## config.mk

```make
export PLATFORM = sky130hd
export DESIGN_NAME = bram_rd_2_axi_wdata_flat
export DESIGN_NICKNAME = d
export VERILOG_FILES = /design/src/rtl/axi_bram_pkg.sv /design/src/rtl/bram_rd_2_axi_wdata_if.sv /design/src/rtl/br2aw_fifo.sv /design/src/rtl/bram_rd_2_axi_wdata.sv /design/src/flat_wrapper.sv
export SDC_FILE = /design/constraint.sdc
export NUM_CORES = 1
export LEC_CHECK = 0
export BUFFER_PORTS_ARGS = -buffer_cell sky130_fd_sc_hd__buf_2
export CAP_MARGIN = 10
export CELL_PAD_IN_SITES_DETAIL_PLACEMENT = 0
export CELL_PAD_IN_SITES_GLOBAL_PLACEMENT = 1
export CORE_UTILIZATION = 40
export DETAILED_ROUTE_END_ITERATION = 7
export PLACE_DENSITY = 0.69
export SLEW_MARGIN = 20
export SYNTH_ARGS = -nofsm -noshare
export SYNTH_HDL_FRONTEND = slang
export SYNTH_SLANG_ARGS = --single-unit
```

## constraint.sdc

```tcl
create_clock -name axi_ACLK -period 9.9 [get_ports axi_ACLK]
set_clock_uncertainty 0.2 [all_clocks]
set_input_delay 0.99 -clock axi_ACLK [delete_from_list [all_inputs] [get_ports axi_ACLK]]
set_output_delay 0.99 -clock axi_ACLK [all_outputs]
set_load 0.01 [all_outputs]
```

## src/rtl/axi_bram_pkg.sv

```systemverilog
// Shared constants and FSM state type for the BRAM-to-AXI-W path.
// Macro BR2AW_BRAM_OREG_EN selects a 2-cycle BRAM read latency.
package axi_bram_pkg;
  localparam int AXI_DW = 32;
  localparam int BRAM_DW = 64;
`ifdef BR2AW_BRAM_OREG_EN
  localparam int BRAM_RD_LAT = 2;
`else
  localparam int BRAM_RD_LAT = 1;
`endif
  localparam int FIFO_DEPTH = 4;
  localparam int FIFO_CW = $clog2(FIFO_DEPTH) + 1;

  typedef enum logic [1:0] {
    IDLE,
    RUN,
    DRAIN,
    DONE
  } state_e;
endpackage

```

## src/rtl/bram_rd_2_axi_wdata_if.sv

```systemverilog
// AXI4 write-data channel bundle.
// master: WDATA/WSTRB/WLAST/WVALID out, WREADY in; slave: mirror.
interface bram_rd_2_axi_wdata_if;
  logic [axi_bram_pkg::AXI_DW-1:0] axi_WDATA;
  logic [3:0] axi_WSTRB;
  logic axi_WLAST;
  logic axi_WVALID;
  logic axi_WREADY;

  modport master (
    output axi_WDATA, axi_WSTRB,
    output axi_WLAST, axi_WVALID,
    input  axi_WREADY
  );

  modport slave (
    input  axi_WDATA, axi_WSTRB,
    input  axi_WLAST, axi_WVALID,
    output axi_WREADY
  );
endinterface

```

## src/rtl/br2aw_fifo.sv

```systemverilog
// 4x64 synchronous FIFO with flush and occupancy count.
// Ports: clk_i/rst_i, flush_i, wr_i/wdata_i, rd_i/rdata_o, full_o, empty_o, count_o.
module br2aw_fifo
  import axi_bram_pkg::*;
(
  input  logic               clk_i,
  input  logic               rst_i,
  input  logic               flush_i,
  input  logic               wr_i,
  input  logic [BRAM_DW-1:0] wdata_i,
  input  logic               rd_i,
  output logic [BRAM_DW-1:0] rdata_o,
  output logic               full_o,
  output logic               empty_o,
  output logic [FIFO_CW-1:0] count_o
);
  localparam int PW = $clog2(FIFO_DEPTH);

  logic [BRAM_DW-1:0] mem_q [FIFO_DEPTH];
  logic [PW-1:0] wp_q, rp_q;
  logic [FIFO_CW-1:0] cnt_q;
  logic wr, rd;

  assign full_o  = cnt_q == FIFO_CW'(FIFO_DEPTH);
  assign empty_o = cnt_q == '0;
  assign count_o = cnt_q;
  assign rdata_o = mem_q[rp_q];
  assign wr = wr_i & ~full_o;
  assign rd = rd_i & ~empty_o;

  always_ff @(posedge clk_i) begin
    if (wr) mem_q[wp_q] <= wdata_i;
  end

  always_ff @(posedge clk_i) begin
    if (rst_i || flush_i) begin
      wp_q  <= '0;
      rp_q  <= '0;
      cnt_q <= '0;
    end else begin
      if (wr) wp_q <= wp_q + PW'(1);
      if (rd) rp_q <= rp_q + PW'(1);
      unique case ({wr, rd})
        2'b10:   cnt_q <= cnt_q + FIFO_CW'(1);
        2'b01:   cnt_q <= cnt_q - FIFO_CW'(1);
        default: cnt_q <= cnt_q;
      endcase
    end
  end
endmodule

```

## src/rtl/bram_rd_2_axi_wdata.sv

```systemverilog
// Streams 64-bit BRAM words as 32-bit AXI W beats (lo then hi half).
// Ports: axi_ACLK/axi_ARESET, stage_start, bram_* read port, bram_rdone, w (W channel master).
// Macro BR2AW_BRAM_OREG_EN: 2-cycle BRAM read latency.
module bram_rd_2_axi_wdata
  import axi_bram_pkg::*;
#(
  parameter int TOTAL_NUM = 1536,
  parameter int BURST_LEN = 256,
  parameter int ADDR_W    = 14
) (
  input  logic               axi_ACLK,
  input  logic               axi_ARESET,
  input  logic               stage_start,
  output logic               bram_enb,
  output logic [ADDR_W-1:0]  bram_addrb,
  input  logic [BRAM_DW-1:0] bram_doutb,
  output logic               bram_rdone,
  bram_rd_2_axi_wdata_if.master w
);
  localparam int BW = $clog2(TOTAL_NUM + 1);
  localparam int LB = $clog2(BURST_LEN);
  localparam logic [ADDR_W:0] HALF =
    (ADDR_W + 1)'(TOTAL_NUM / 2);

  state_e state_q;
  logic start_q, init_pend_q, drain_pend_q;
  logic half_q, rdone_q;
  logic [ADDR_W-1:0] rd_addr_q;
  logic [BRAM_RD_LAT-1:0] vld_q;
  logic [BW-1:0] beat_q;

  logic init_raw, defer, init_go, run;
  logic issue, wvalid, hs, last_beat;
  logic fifo_wr, fifo_rd, fifo_flush;
  logic fifo_full, fifo_empty;
  logic [FIFO_CW-1:0] fifo_cnt, infl;
  logic [BRAM_DW-1:0] head;

  assign run      = state_q == RUN;
  assign init_raw = stage_start & ~start_q;
  // A restart may not cut a beat that is already on the bus.
  assign defer    = (state_q == DRAIN) & drain_pend_q;
  assign init_go  = (init_raw | init_pend_q) & ~defer;

  // Credit: reads in flight plus stored words never exceed the FIFO.
  assign infl  = FIFO_CW'($countones(vld_q));
  assign issue = run & ~init_go
               & ({1'b0, rd_addr_q} < HALF)
               & ((fifo_cnt + infl) < FIFO_CW'(FIFO_DEPTH));

  assign wvalid = (run & ~fifo_empty)
                | ((state_q == DRAIN) & drain_pend_q);
  assign hs        = wvalid & w.axi_WREADY;
  assign last_beat = beat_q == BW'(TOTAL_NUM - 1);

  assign fifo_wr    = vld_q[BRAM_RD_LAT-1] & run & ~fifo_full;
  assign fifo_rd    = hs & half_q;
  assign fifo_flush = init_go
                    | ((state_q == DRAIN)
                       & (~drain_pend_q | w.axi_WREADY));

  assign bram_enb   = issue;
  assign bram_addrb = issue ? rd_addr_q : '0;
  assign bram_rdone = rdone_q;

  assign w.axi_WSTRB  = 4'hF;
  assign w.axi_WVALID = wvalid;
  assign w.axi_WDATA  = !wvalid ? '0
                      : half_q ? head[63:32] : head[31:0];
  assign w.axi_WLAST  = wvalid
    & ((beat_q[LB-1:0] == LB'(BURST_LEN - 1)) | last_beat);

  br2aw_fifo u_fifo (
    .clk_i   (axi_ACLK),
    .rst_i   (axi_ARESET),
    .flush_i (fifo_flush),
    .wr_i    (fifo_wr),
    .wdata_i (bram_doutb),
    .rd_i    (fifo_rd),
    .rdata_o (head),
    .full_o  (fifo_full),
    .empty_o (fifo_empty),
    .count_o (fifo_cnt)
  );

  always_ff @(posedge axi_ACLK) begin
    if (axi_ARESET) begin
      state_q      <= IDLE;
      start_q      <= 1'b0;
      init_pend_q  <= 1'b0;
      drain_pend_q <= 1'b0;
      half_q       <= 1'b0;
      rdone_q      <= 1'b0;
      rd_addr_q    <= '0;
      vld_q        <= '0;
      beat_q       <= '0;
    end else begin
      start_q <= stage_start;
      vld_q   <= BRAM_RD_LAT'({vld_q, issue});
      if (issue) rd_addr_q <= rd_addr_q + ADDR_W'(1);
      if (hs) begin
        beat_q <= beat_q + BW'(1);
        half_q <= ~half_q;
      end
      if (init_raw && defer) init_pend_q <= 1'b1;
      unique case (state_q)
        RUN: begin
          if (hs && last_beat) begin
            state_q <= DONE;
            rdone_q <= 1'b1;
          end else if (!stage_start) begin
            state_q      <= DRAIN;
            drain_pend_q <= wvalid & ~w.axi_WREADY;
          end
        end
        DRAIN: begin
          if (!drain_pend_q || w.axi_WREADY) begin
            state_q      <= IDLE;
            drain_pend_q <= 1'b0;
          end
        end
        IDLE, DONE: begin
        end
      endcase
      if (init_go) begin
        state_q      <= RUN;
        init_pend_q  <= 1'b0;
        drain_pend_q <= 1'b0;
        half_q       <= 1'b0;
        rdone_q      <= 1'b0;
        rd_addr_q    <= '0;
        vld_q        <= '0;
        beat_q       <= '0;
      end
    end
  end
endmodule
```

## src/flat_wrapper.sv

```systemverilog
// flat-port wrapper written by rule: the top's interface ports become plain ports
module bram_rd_2_axi_wdata_flat import axi_bram_pkg::*;
#(
  parameter int TOTAL_NUM = 1536,
  parameter int BURST_LEN = 256,
  parameter int ADDR_W    = 14
)
  (axi_ACLK, axi_ARESET, stage_start, bram_enb, bram_addrb, bram_doutb, bram_rdone, w_axi_WDATA, w_axi_WSTRB, w_axi_WLAST, w_axi_WVALID, w_axi_WREADY);
  bram_rd_2_axi_wdata_if w_i ();
  input  logic axi_ACLK;
  input  logic axi_ARESET;
  input  logic stage_start;
  output logic bram_enb;
  output logic [ADDR_W-1:0] bram_addrb;
  input  logic [BRAM_DW-1:0] bram_doutb;
  output logic bram_rdone;
  output wire logic [$bits(w_i.axi_WDATA)-1:0] w_axi_WDATA;
  output wire logic [$bits(w_i.axi_WSTRB)-1:0] w_axi_WSTRB;
  output wire logic [$bits(w_i.axi_WLAST)-1:0] w_axi_WLAST;
  output wire logic [$bits(w_i.axi_WVALID)-1:0] w_axi_WVALID;
  input wire logic [$bits(w_i.axi_WREADY)-1:0] w_axi_WREADY;
  assign w_axi_WDATA = w_i.axi_WDATA;
  assign w_axi_WSTRB = w_i.axi_WSTRB;
  assign w_axi_WLAST = w_i.axi_WLAST;
  assign w_axi_WVALID = w_i.axi_WVALID;
  assign w_i.axi_WREADY = w_axi_WREADY;
  bram_rd_2_axi_wdata #(.TOTAL_NUM(TOTAL_NUM), .BURST_LEN(BURST_LEN), .ADDR_W(ADDR_W)) u_core (.axi_ACLK(axi_ACLK), .axi_ARESET(axi_ARESET), .stage_start(stage_start), .bram_enb(bram_enb), .bram_addrb(bram_addrb), .bram_doutb(bram_doutb), .bram_rdone(bram_rdone), .w(w_i));
endmodule
```

==> summary.md, run 1 <==
| Metric | Value |
|---|---|
| Fraction of layout cells with a size suffix above 1 | `between 20% and 30%` |
| Slew @ Worst Pin | `1.018 ns` |
| DRT Pass-1 Iters | `4` |
| Area grow syn2layout | `16.22%` |
| Fmax | `between 200 and 250 MHz` |
| CTS max path bufs | `3` |
| Setup CP Type | `register to output pin` |
| WP data required | `8.71 ns` |
| Cell count after synthesis | `~680` |
| Type of origin of the critical path | `register` |
| DR DRC count | `0` |
| H-tree depth | `2` |
| Worst path arrival time | `slightly below 3 ns` |
| Most used DFF post-synth | `edfxtp_1` |
| R2R Setup Slk | `between 6 and 7 ns` |
| Via count | `between 6,000 and 7,000` |
| Post-CTS sizing | `0` |
| Minimum clock period | `around 4.1 ns` |
| Most frequent cells in the layout | `edfxtp_1, buf_2, mux4_2` |
| Die Width | `between 150 and 200 um` |
| MaxCap Viol Count | `0` |
| Antenna Nets Post-Route | `0` |
| CP Buf/Inv Count | `2` |
| Cells after DPL | `1,152` |
| Vias in the first global route | `6,324` |
| NumNets Final | `roughly 900` |
| Setup TNS | `0 ns` |
| Leakage | `about 4.6 nW` |
| Seq. cell area | `between 8000 and 9000 um2` |
| Hold depth | `2` |
| Overflow after GRT | `0` |
| Initial antenna violation count | `3` |
| Synth area leader | `edfxtp_1` |
| Non-Filler Instances | `around 1,200` |
| Fill cells | `~2,600` |
| Post-synthesis async set-or-reset flop share | `0%` |
| CTS root buf | `clkbuf_16` |
| Row count | `between 60 and 70` |
| Worst R2R Path Depth | `5` |
| Cts hold-fix bufs | `0` |
| Seq/Total Area, Yosys | `a little under three quarters` |
| Hold_sp | `u_core.beat_q[10]$_SDFFE_PP0N_` |
| GP Congestion | `about 0.72` |
| Die area | `a little over 30,000 um2` |
| Worst-path maximum fanout | `46` |
| Critical R2R Capture | `u_core.u_fifo.mem_q[3][32]$_DFFE_PP_` |
| Clock sink count | `between 200 and 300` |
| RSZ-0062 raised after global routing | `no` |
| Top-area cell type share of the netlist area | `63.91%` |
| Crit-path max cell delay | `0.80 ns` |
| Status | `complete, no violations` |
| Post-CTS Setup Inserts | `0` |
| Avg Cell Area, Syn | `around 18 um2` |
| Hold EP | `u_core.beat_q[10]$_SDFFE_PP0N_` |
| Area of the multi-input gates | `about 3200 um2` |
| Synth top area cells | `edfxtp_1, mux4_2, dfxtp_1, mux2i_1, nor2_1` |
| Synth warnings | `0` |
| Iter 0 DRT Violations | `387` |
| Total Routed Length | `22,910 um` |
| Initial core utilization | `between 40% and 50%` |
| Final hold vios | `0` |
| Die H | `about 180 um` |
| Num CTS Buffers | `34` |
| Overall global routing resource usage | `around 15%` |
| Netlist cell types | `approximately 50` |
| Wire per inst | `around 19 um` |
| Register bit total from synthesis | `between 200 and 300` |
| IO Count | `between 100 and 150` |
| Leading cell type in the layout, fill and taps excluded | `edfxtp_1` |
| First-pass GRT wire length | `roughly 36,000 um` |
| Final period util | `41.80%` |
| Post-synth EDFFs | `between 200 and 300` |
| Reg-to-Reg Start | `u_core.state_q[0]$_SDFFE_PP0P_` |
| Fin. max-slew vios | `0` |
| Crit-path leading delay family | `buffers and inverters` |
| Via/cell ratio | `about 5.1` |
| IO Port Bufs | `~110` |
| Setup crit end kind | `output pin` |
| Worst hold path type | `register to register` |
| Clock Latency Late Sink | `0.50 ns` |
| Pwr Density | `187.7 nW/um2` |
| CTS tree | `yes` |
| Critical-path cell list | `buf_4, mux4_2, mux2i_1, nor2_1, buf_2` |
| Largest net degree at the start of global routing | `65` |
| Dpl hpwl | `around 13,000 um` |
| Core Region | `29,640 um2` |
| Max_slew headroom | `between 30% and 40%` |
| Mapped Area | `~12,000 um2` |
| Peak VDD IR | `approximately 0.14 mV` |
| Final setup vio count | `0` |
| Worst path slowest cell | `buf_4` |
| Clock slew seen by the registers of the worst setup and hold paths | `~0.060 ns` |
-- report_power, final --
group / leakage [nW] / switching [mW] / total [mW] / internal [mW]
logic: 1.46 / 0.0576 / 0.0922 / 0.0346
clock network: 0.504 / 0.476 / 1.15 / 0.676
registers: 2.64 / 0.00448 / 1.38 / 1.38
-- layer usage --
layer | track usage (%) | up-vias | routed length [um]
met5 | 0 | - | 13
met4 | 4.638 | 2 | 425
met3 | 3.636 | 41 | 1189
met2 | 25.23 | 146 | 11200
met1 | 19.92 | 3109 | 10090
li1 | - | 2906 | -
-- worst max-delay path by stage --
stage          slack (ns)                            from                                  end  cells past startpoint
2_1_floorplan        6.52  u_core.state_q[1]$_SDFFE_PP0P_  u_core.u_fifo.mem_q[0][0]$_DFFE_PP_                      6
3_3_place_gp         6.16                     stage_start                        bram_addrb[7]                      6
3_5_place_dp         6.11                     stage_start                        bram_addrb[9]                      6
4_1_cts              5.64                        register                      w_axi_WDATA[30]                      5
5_1_grt              5.43  u_core.state_q[1]$_SDFFE_PP0P_                        bram_addrb[3]                      6
6_report             5.76                        register                      w_axi_WDATA[30]                      5
-- Yosys cell counts, types with 3 or more instances --
cell,instances
a211oi_1,4
a21oi_1,8
a31oi_1,3
and2_1,17
and3_1,8
buf_1,3
buf_2,12
buf_4,10
buf_6,3
clkbuf_1,17
dfxtp_1,42
edfxtp_1,256
ha_1,9
inv_1,13
mux2i_1,43
mux4_2,64
nand2_1,15
nand3_1,20
nand4_1,5
nor2_1,52
nor4_1,7
o211ai_1,3
o21ai_0,5
o31ai_1,3
or3_1,12
xnor2_1,8
xor2_1,7
-- kinds of logic after synthesis --
family | Yosys count | synth area share (%)
compound gates | 39 | 2.497
xor+xnor | 15 | 1.092
fa+ha+maj | 10 | 1.103
buf+inv | 59 | 2.465
flops | 298 | 70.90
mux | 107 | 15.56
other cells | 2 | 0.06244
simple gates | 149 | 6.314
-- through the flow --
stage / power [mW] / worst slack (ns) / cell area (um2) / hold WS, ns / utilization, %
2_1_floorplan: 1.467 / 6.518 / 12050 / 0.2536 / -
3_5_place_dp: 1.498 / 6.105 / 12950 / 0.2725 / 43.68
5_1_grt: 2.714 / 5.433 / 13970 / 0.3117 / 47.15
4_1_cts: 2.655 / 5.644 / 13970 / 0.2823 / 47.15
3_3_place_gp: 1.496 / 6.158 / 12950 / 0.2693 / 43.68
6_report: 2.623 / 5.761 / 13980 / 0.2833 / 47.16
-- cell type report --
class	instances	share of cell area (%)
Clock buffer	44	6.498
Inverter	14	0.3759
Multi-Input combinational cell	328	23.17
Clock inverter	16	0.8503
Tap cell	390	3.491
Timing Repair Buffer	122	4.529
Sequential cell	298	61.05
Antenna cell	2	0.03580
-- registers in the layout, indices dropped and copies added (netlist names), named ones only --
| register | cells |
|---|---|
| u_core.vld_q | 1 |
| u_core.init_pend_q | 1 |
| u_core.bram_rdone | 1 |
| u_core.u_fifo.rp_q | 2 |
| u_core.state_q | 2 |
| u_core.u_fifo.count_o | 3 |
| u_core.start_q | 1 |
| u_core.beat_q | 11 |
| u_core.half_q | 1 |
| u_core.drain_pend_q | 1 |
| u_core.u_fifo.mem_q | 256 |
| u_core.u_fifo.wp_q | 2 |
| u_core.rd_addr_q | 14 |
-- worst reg2reg max path, stage by stage (launching register included) --
cell and delay (ns):
dfxtp_1 0.35, ha_1 0.46, nand2_1 0.12, a31oi_1 0.52, and2_2 0.25, buf_4 0.75
Note: power is estimated with default switching activity, not from simulation.
==> inputs of run 2 (changes only) <==
clock period = 3.9 ns   (was 9.9 ns; I/O delays follow)
==> run 2 against run 1 <==
  * Non-clock buffer count is 72 higher
  * Largest power group unchanged
  * Sequential power grew to 2.5 times the previous value
  * Sequential share of layout area is 3.1 points lower
==> summary.md, run 2 (synthesis results as in run 1) <==
| Metric | Value |
|---|---|
| Ant. Diodes | `0 (-2)` |
| Vias in the first global route | `6,698 (+5.9%)` |
| Largest net degree at the start of global routing | `40 (-38%)` |
| IO Port Bufs | `113 (unchanged)` |
| Critical R2R Capture | `u_core.u_fifo.mem_q[1][15]$_DFFE_PP_` |
| Most frequent cells in the layout | `edfxtp_1, buf_2, dlygate4sd3_1` |
| Dpl hpwl | `13,540 um (+5.6%)` |
| NumNets Final | `948 (+8.2%)` |
| Core Region | `29,640 um2 (unchanged)` |
| WP data required | `3.31 ns (-5.40 ns)` |
| Clock slew seen by the registers of the worst setup and hold paths | `0.05 ns (about the same)` |
| Slew @ Worst Pin | `0.8676 ns (-0.1503 ns)` |
| Antenna Nets Post-Route | `0 (unchanged)` |
| Worst hold path type | `primary input to register` |
| Max_slew headroom | `41.72% (+9.6 points)` |
| Area grow syn2layout | `22.48%` |
| CTS tree | `yes` |
| Launch point of the worst path | `u_core.state_q[0]$_SDFFE_PP0P_` |
| RSZ-0062 raised after global routing | `no` |
| Setup crit end kind | `output pin` |
| Area of the multi-input gates | `3238 um2 (unchanged)` |
| Status | `complete, no violations` |
| Row count | `63 (unchanged)` |
| Seq. cell area | `8534 um2 (unchanged)` |
| Minimum clock period | `between 3 and 4 ns` |
| Iter 0 DRT Violations | `447 (+16%)` |
| Crit-path max cell delay | `0.83 ns (+0.03 ns)` |
| Die area | `30,770 um2 (unchanged)` |
| Design Area, Final | `14,730 um2 (+5.4%)` |
| Dpl cell area | `13,020 um2 (+0.60%)` |
| Top flop regs | `u_core.u_fifo.mem_q x256, u_core.rd_addr_q x14, u_core.beat_q x11` |
| Hold_sp | `axi_ARESET` |
| Final period util | `between 80% and 90%` |
| Overall global routing resource usage | `15.47% (+0.22 points)` |
| CTS max path bufs | `3 (unchanged)` |
| H-tree depth | `2 (unchanged)` |
| Worst-path maximum fanout | `12 (-74%)` |
| GP Congestion | `0.7553 (+5.4%)` |
| Setup TNS | `0 ns (unchanged)` |
| Overflow after GRT | `0 (unchanged)` |
| Fraction of layout cells with a size suffix above 1 | `28.38% (-1.3 points)` |
| IO Count | `122 (unchanged)` |
| Initial core utilization | `40.58% (unchanged)` |
| Final hold vios | `0 (unchanged)` |
| Die Width | `175.4 um (unchanged)` |
| MaxCap Viol Count | `0 (unchanged)` |
| Leading cell type in the layout, fill and taps excluded | `edfxtp_1` |
| CP endpoint | `bram_addrb[1]` |
| Final setup vio count | `0 (unchanged)` |
| Worst path slowest cell | `nor3_1` |
| Fill cells | `2,548 (-0.12%)` |
| Worst hold margin | `0.04243 ns (-0.2408 ns)` |
| Worst path arrival time | `2.90 ns (-0.05 ns)` |
| Clock Latency Late Sink | `0.48 ns (-0.02 ns)` |
| Worst R2R Path Depth | `5 (unchanged)` |
| Die H | `175.4 um (unchanged)` |
| Peak VDD IR | `0.3904 mV (+170%)` |
| Leakage | `4.930 nW (+7.0%)` |
| DR DRC count | `0 (unchanged)` |
| R2R Setup Slk | `1.05 ns (-5.75 ns)` |
| Setup CP Type | `register to output pin` |
| Largest register by flop count | `u_core.u_fifo.mem_q` |
| Wire per inst | `18.29 um (-3.1%)` |
| Critical-path cell list | `ha_1, nand3_1, nor3_1, and2_1, buf_2` |
| First-pass GRT wire length | `36,650 um (+2.3%)` |
| Clock sink count | `298 (unchanged)` |
| Type of origin of the critical path | `register` |
| Cells after DPL | `1,159 (+0.61%)` |
| Pwr Density | `459.8 nW/um2 (+150%)` |
| Num CTS Buffers | `34 (unchanged)` |
| Total Routed Length | `23,500 um (+2.6%)` |
| CTS root buf | `clkbuf_16` |
| Via/cell ratio | `5.025 (-1.7%)` |
| Non-Filler Instances | `1,285 (+5.8%)` |
| Via count | `6,457 (+4.1%)` |
| Max FFs per register | `256 (unchanged)` |
| DRT Pass-1 Iters | `7 (+3)` |
| Post-CTS Setup Inserts | `0 (unchanged)` |
| Reg-to-Reg Start | `u_core.state_q[0]$_SDFFE_PP0P_` |
| Initial antenna violation count | `0 (-3)` |
| Fin. max-slew vios | `0 (unchanged)` |
| Fmax | `286.4 MHz` |
==> run 2: cell types whose count changed in the layout (fill, tap and decap cells not counted), sizes merged <==
cell,previous run,this run
dlygate4sd3,0,65
buf,122,129
clkbuf,44,41
clkinvlp,0,3
diode,2,0
bufinv,1,2
==> run 2: final cells by class <==
cell class              instances  area share, %
clock inverters                20          1.079
repair buffers                194          9.241
multi-input cells             328          21.98
well taps                     390          3.312
inverters                      14         0.3567
clock buffers                  41          6.098
flip-flops and latches        298          57.93
==> run 2: power by group <==
group / switching [mW] / internal [mW]
Sequential: 0.0114 / 3.49
Clock: 1.20 / 1.78
Combinational: 0.157 / 0.132
Total: 1.37 / 5.40
==> run 2: metrics by stage <==
stage,total power [mW],worst slack (ns),utilization [%]
CTS,6.868,0.3294,49.70
finish,6.774,0.4084,49.70
floorplan,3.723,0.5182,-
global placement,3.802,0.9529,43.94
global route,7.007,0.07195,49.70
detailed placement,3.806,0.8724,43.94
==> run 2: worst min path at each step <==
stage,cells after the start,end
after floorplan,2,u_core.beat_q[10]$_SDFFE_PP0N_
after global placement,2,u_core.beat_q[8]$_SDFFE_PP0N_
after detailed placement,2,u_core.beat_q[8]$_SDFFE_PP0N_
after CTS,2,u_core.start_q$_SDFF_PP0_
after global routing,2,u_core.start_q$_SDFF_PP0_
final,2,u_core.start_q$_SDFF_PP0_
==> run 2: what timing repair did <==
action,4_1_cts,5_1_grt
hold buffers,65,0
resized for setup,0,0
endpoints found under the setup margin,0,0
endpoints found under the hold margin,257,0
==> run 2: critical path, delay by kind of cell, from the launching register on <==
family,cells,cell delay (ns)
simple gates,3,1.47
fa+ha+maj,1,0.46
flops,1,0.36
buf+inv,1,0.13
==> run 2: per-layer routing <==
metal  GRT usage (%)  up-vias  wire (um)
li1                -     3044          -
met2           26.75      149      11740
met4           3.913        0        384
met1           19.76     3232      10230
met5               0        -          0
met3           3.333       32       1148
==> inputs of run 3 (changes only) <==
ABC_AREA = 1   (was unset)
PLACE_DENSITY = 0.72   (was 0.69)
==> run 3 against run 2 <==
  * Register-to-register slack improved by 0.24 ns
  * Utilization is 0.092 points lower
  * Worst setup slack improved by 0.31 ns
  * Critical path depth increased by 1
  * Worst hold slack improved by 0.18 ns
==> summary.md, run 3 <==
| Metric | Value |
|---|---|
| Post-synthesis mux area share | `0% (-16 points)` |
| IO Count | `122 (unchanged)` |
| H-tree depth | `1 (-1)` |
| Type of origin of the critical path | `register` |
| R2R Setup Slk | `1.29 ns (+0.24 ns)` |
| Area of the multi-input gates | `3176 um2 (-1.9%)` |
| RSZ-0062 raised after global routing | `no` |
| Max_slew headroom | `51.09% (+9.4 points)` |
| Num CTS Buffers | `31 (-8.8%)` |
| Post-CTS Setup Inserts | `0 (unchanged)` |
| Synth warnings | `0 (unchanged)` |
| Antenna Nets Post-Route | `0 (unchanged)` |
| CTS root buf | `clkbuf_16` |
| Top flop regs | `u_core.u_fifo.mem_q x256, u_core.rd_addr_q x14, u_core.beat_q x11` |
| Dpl hpwl | `15,640 um (+16%)` |
| Setup crit end kind | `output pin` |
| Comb pwr share | `4.2% (about the same)` |
| Total Routed Length | `27,720 um (+18%)` |
| Final setup vio count | `0 (unchanged)` |
| Die H | `176.7 um (+0.75%)` |
| Clock Latency Late Sink | `0.57 ns (+0.09 ns)` |
| Post-CTS sizing | `0 (unchanged)` |
| CTS tree | `yes` |
| Max FFs per register | `256 (unchanged)` |
| Overall power | `6.642 mW (-2.0%)` |
| Iter 0 DRT Violations | `576 (+29%)` |
| Area grow syn2layout | `21.37%` |
| Seq/Total Area, Yosys | `69.84% (-1.1 points)` |
| Register bit total from synthesis | `298 (unchanged)` |
| Cts hold-fix bufs | `67 (+3.1%)` |
| Synth top area cells | `edfxtp_1, dfxtp_1, nor2_1, o21ai_0, nand2_1` |
| Synth area leader | `edfxtp_1` |
| Seq. cell area | `8533 um2 (about the same)` |
| WP data required | `3.31 ns (about the same)` |
| Top-area cell type share of the netlist area | `62.95% (-0.96 points)` |
| Clock slew seen by the registers of the worst setup and hold paths | `0.06 ns (about the same)` |
| Switching portion of total power | `21.11% (+0.87 points)` |
| Final period util | `81.66% (-7.9 points)` |
| Most frequent cells in the layout | `edfxtp_1, nor2_1, o21ai_0` |
| Pre-CTS setup slack | `1.276 ns (+0.4040 ns)` |
| Simple logic cell fraction of the synthesized area | `11.36% (+5.0 points)` |
| Netlist cell types | `37 (-27%)` |
| Via count | `8,160 (+26%)` |
| GP Congestion | `0.7452 (-1.3%)` |
| Synth cell count leaders | `edfxtp_1, nor2_1, o21ai_0, nand2_1, inv_1` |
| Die area | `31,230 um2 (+1.5%)` |
| Clock sink count | `298 (unchanged)` |
| Initial core utilization | `40.88% (+0.29 points)` |
| Worst path slowest cell | `dfxtp_4` |
| Wire per inst | `17.37 um (-5.0%)` |
| Via/cell ratio | `5.113 (+1.7%)` |
| Largest net degree at the start of global routing | `65 (+63%)` |
| Post-synthesis async set-or-reset flop share | `0% (unchanged)` |
| Most common cell in the synthesized netlist | `edfxtp_1` |
| Die Width | `176.7 um (+0.75%)` |
| Minimum clock period | `3.185 ns (-0.3070 ns)` |
| Critical-path cell list | `buf_4, o21ai_0, o221ai_1, nand2_1, nor2_1, buf_2` |
| Compound-Gate Fraction of Synth Area | `12.20% (+9.7 points)` |
| Worst-path maximum fanout | `55 (+43)` |
| Worst hold margin | `0.2238 ns (+0.1813 ns)` |
| Status | `complete, no violations` |
| MaxCap Viol Count | `0 (unchanged)` |
| Worst path arrival time | `2.59 ns (-0.31 ns)` |
| Crit-path max cell delay | `0.71 ns (-0.12 ns)` |
| Overall global routing resource usage | `17.70% (+2.2 points)` |
| Overflow after GRT | `0 (unchanged)` |
| Initial antenna violation count | `1 (+1)` |
| NumNets Final | `1,259 (+33%)` |
| Post-synth EDFFs | `256 (unchanged)` |
| Slew @ Worst Pin | `0.7336 ns (-0.1339 ns)` |
| Avg Cell Area, Syn | `12.10 um2 (-32%)` |
| Largest register by flop count | `u_core.u_fifo.mem_q` |
| Fraction of layout cells with a size suffix above 1 | `18.84% (-9.5 points)` |
| Most used DFF post-synth | `edfxtp_1` |
| Setup CP Type | `register to output pin` |
| Synth Area in XOR/XNOR | `0.8607% (-0.23 points)` |
| Net Sw Power | `1.402 mW (+2.3%)` |
| Worst hold path type | `register to register` |
| Pwr Density | `448.1 nW/um2 (-2.5%)` |
| Fill cells | `2,690 (+5.6%)` |
| Clock Power Share | `43.2% (-0.8 points)` |
| Core Region | `29,870 um2 (+0.80%)` |
| First-pass GRT wire length | `43,350 um (+18%)` |
| DRT Pass-1 Iters | `5 (-2)` |
| Fin. max-slew vios | `0 (unchanged)` |
| Largest family of logic cells by synthesized area | `compound AO/OA/AOI/OAI gates` |
| Cell count after synthesis | `1,009 (+49%)` |
| Sequential power share | `52.6% (+0.9 points)` |
| Mapped Area | `12,210 um2 (+1.5%)` |
| IO Port Bufs | `113 (unchanged)` |
| Adder-Cell Fraction of Synth Area | `1.086% (-0.017 points)` |
| Final hold vios | `0 (unchanged)` |
| DR DRC count | `0 (unchanged)` |
| Fmax | `314.0 MHz (+9.6%)` |
| CTS max path bufs | `3 (unchanged)` |
| PnR worst setup slack | `0.7154 ns (+0.3070 ns)` |
| Leading cell type in the layout, fill and taps excluded | `edfxtp_1` |
| Vias in the first global route | `8,001 (+19%)` |
| Int Pwr | `5.239 mW (-3.0%)` |
| Peak VDD IR | `0.3342 mV (-14%)` |
| Leakage | `5.100 nW (+3.4%)` |
| Row count | `63 (unchanged)` |
run 3: worst max-delay path: cells and delay by family, from the launching register on:
family,cells,cell delay [ns]
AOI/OAI and AO/OA,2,0.42
buffers and inverters,2,0.65
DFF,1,0.71
and+or+nand+nor,2,0.26
run 3: layer usage:
| metal | GRT usage [%] | part of all wire [%] |
|---|---|---|
| met1 | 24.09 | 46 |
| met4 | 4.023 | 1.7 |
| met5 | 0 | 0 |
| met2 | 30.00 | 48 |
| met3 | 2.427 | 4.0 |
run 3: final timing paths:
check	from	cells after the start	endpoint
worst max-delay path	register	6	w_axi_WDATA[25]
worst min-delay path	u_core.rd_addr_q[12]$_SDFFE_PP0P_	2	u_core.rd_addr_q[12]$_SDFFE_PP0P_
worst max register to register	u_core.state_q[1]$_SDFFE_PP0P_	10	u_core.u_fifo.count_o[2]$_SDFFE_PP0P_
worst min register to register	u_core.rd_addr_q[12]$_SDFFE_PP0P_	2	u_core.rd_addr_q[12]$_SDFFE_PP0P_
run 3: logic make-up after synthesis:
logic type	Yosys count
adders and majority gates	10
other	2
xor gates and xnor gates	12
AOI/OAI and AO/OA	230
and+or+nand+nor	337
DFF	298
buffers and inverters	120
run 3: power groups by stage:
stage | registers, mW | clock network, mW | logic [mW]
2_1_floorplan | 3.56 | 0 | 0.132
3_3_place_gp | 3.56 | 0 | 0.222
3_5_place_dp | 3.56 | 0 | 0.225
4_1_cts | 3.49 | 2.92 | 0.281
5_1_grt | 3.49 | 3.03 | 0.308
6_report | 3.49 | 2.87 | 0.278
run 3: area by class of cell:
type | count | share of cell area (%)
flip-flops and latches | 298 | 57.57
well taps | 390 | 3.292
repair buffers | 198 | 9.505
diodes | 1 | 0.01688
clock inverters | 20 | 1.241
multi-input cells | 597 | 21.43
clock buffers | 37 | 5.521
inverters | 55 | 1.427
run 3: per-stage QoR:
step	setup TNS [ns]	area, um2	util, %	instances
floorplan	-89.79	12230	-	1015
global placement	0	13150	44.00	1471
detailed placement	0	13150	44.00	1471
CTS	0	14820	49.60	1595
global route	0	14820	49.61	1596
finish	0	14820	49.61	1596
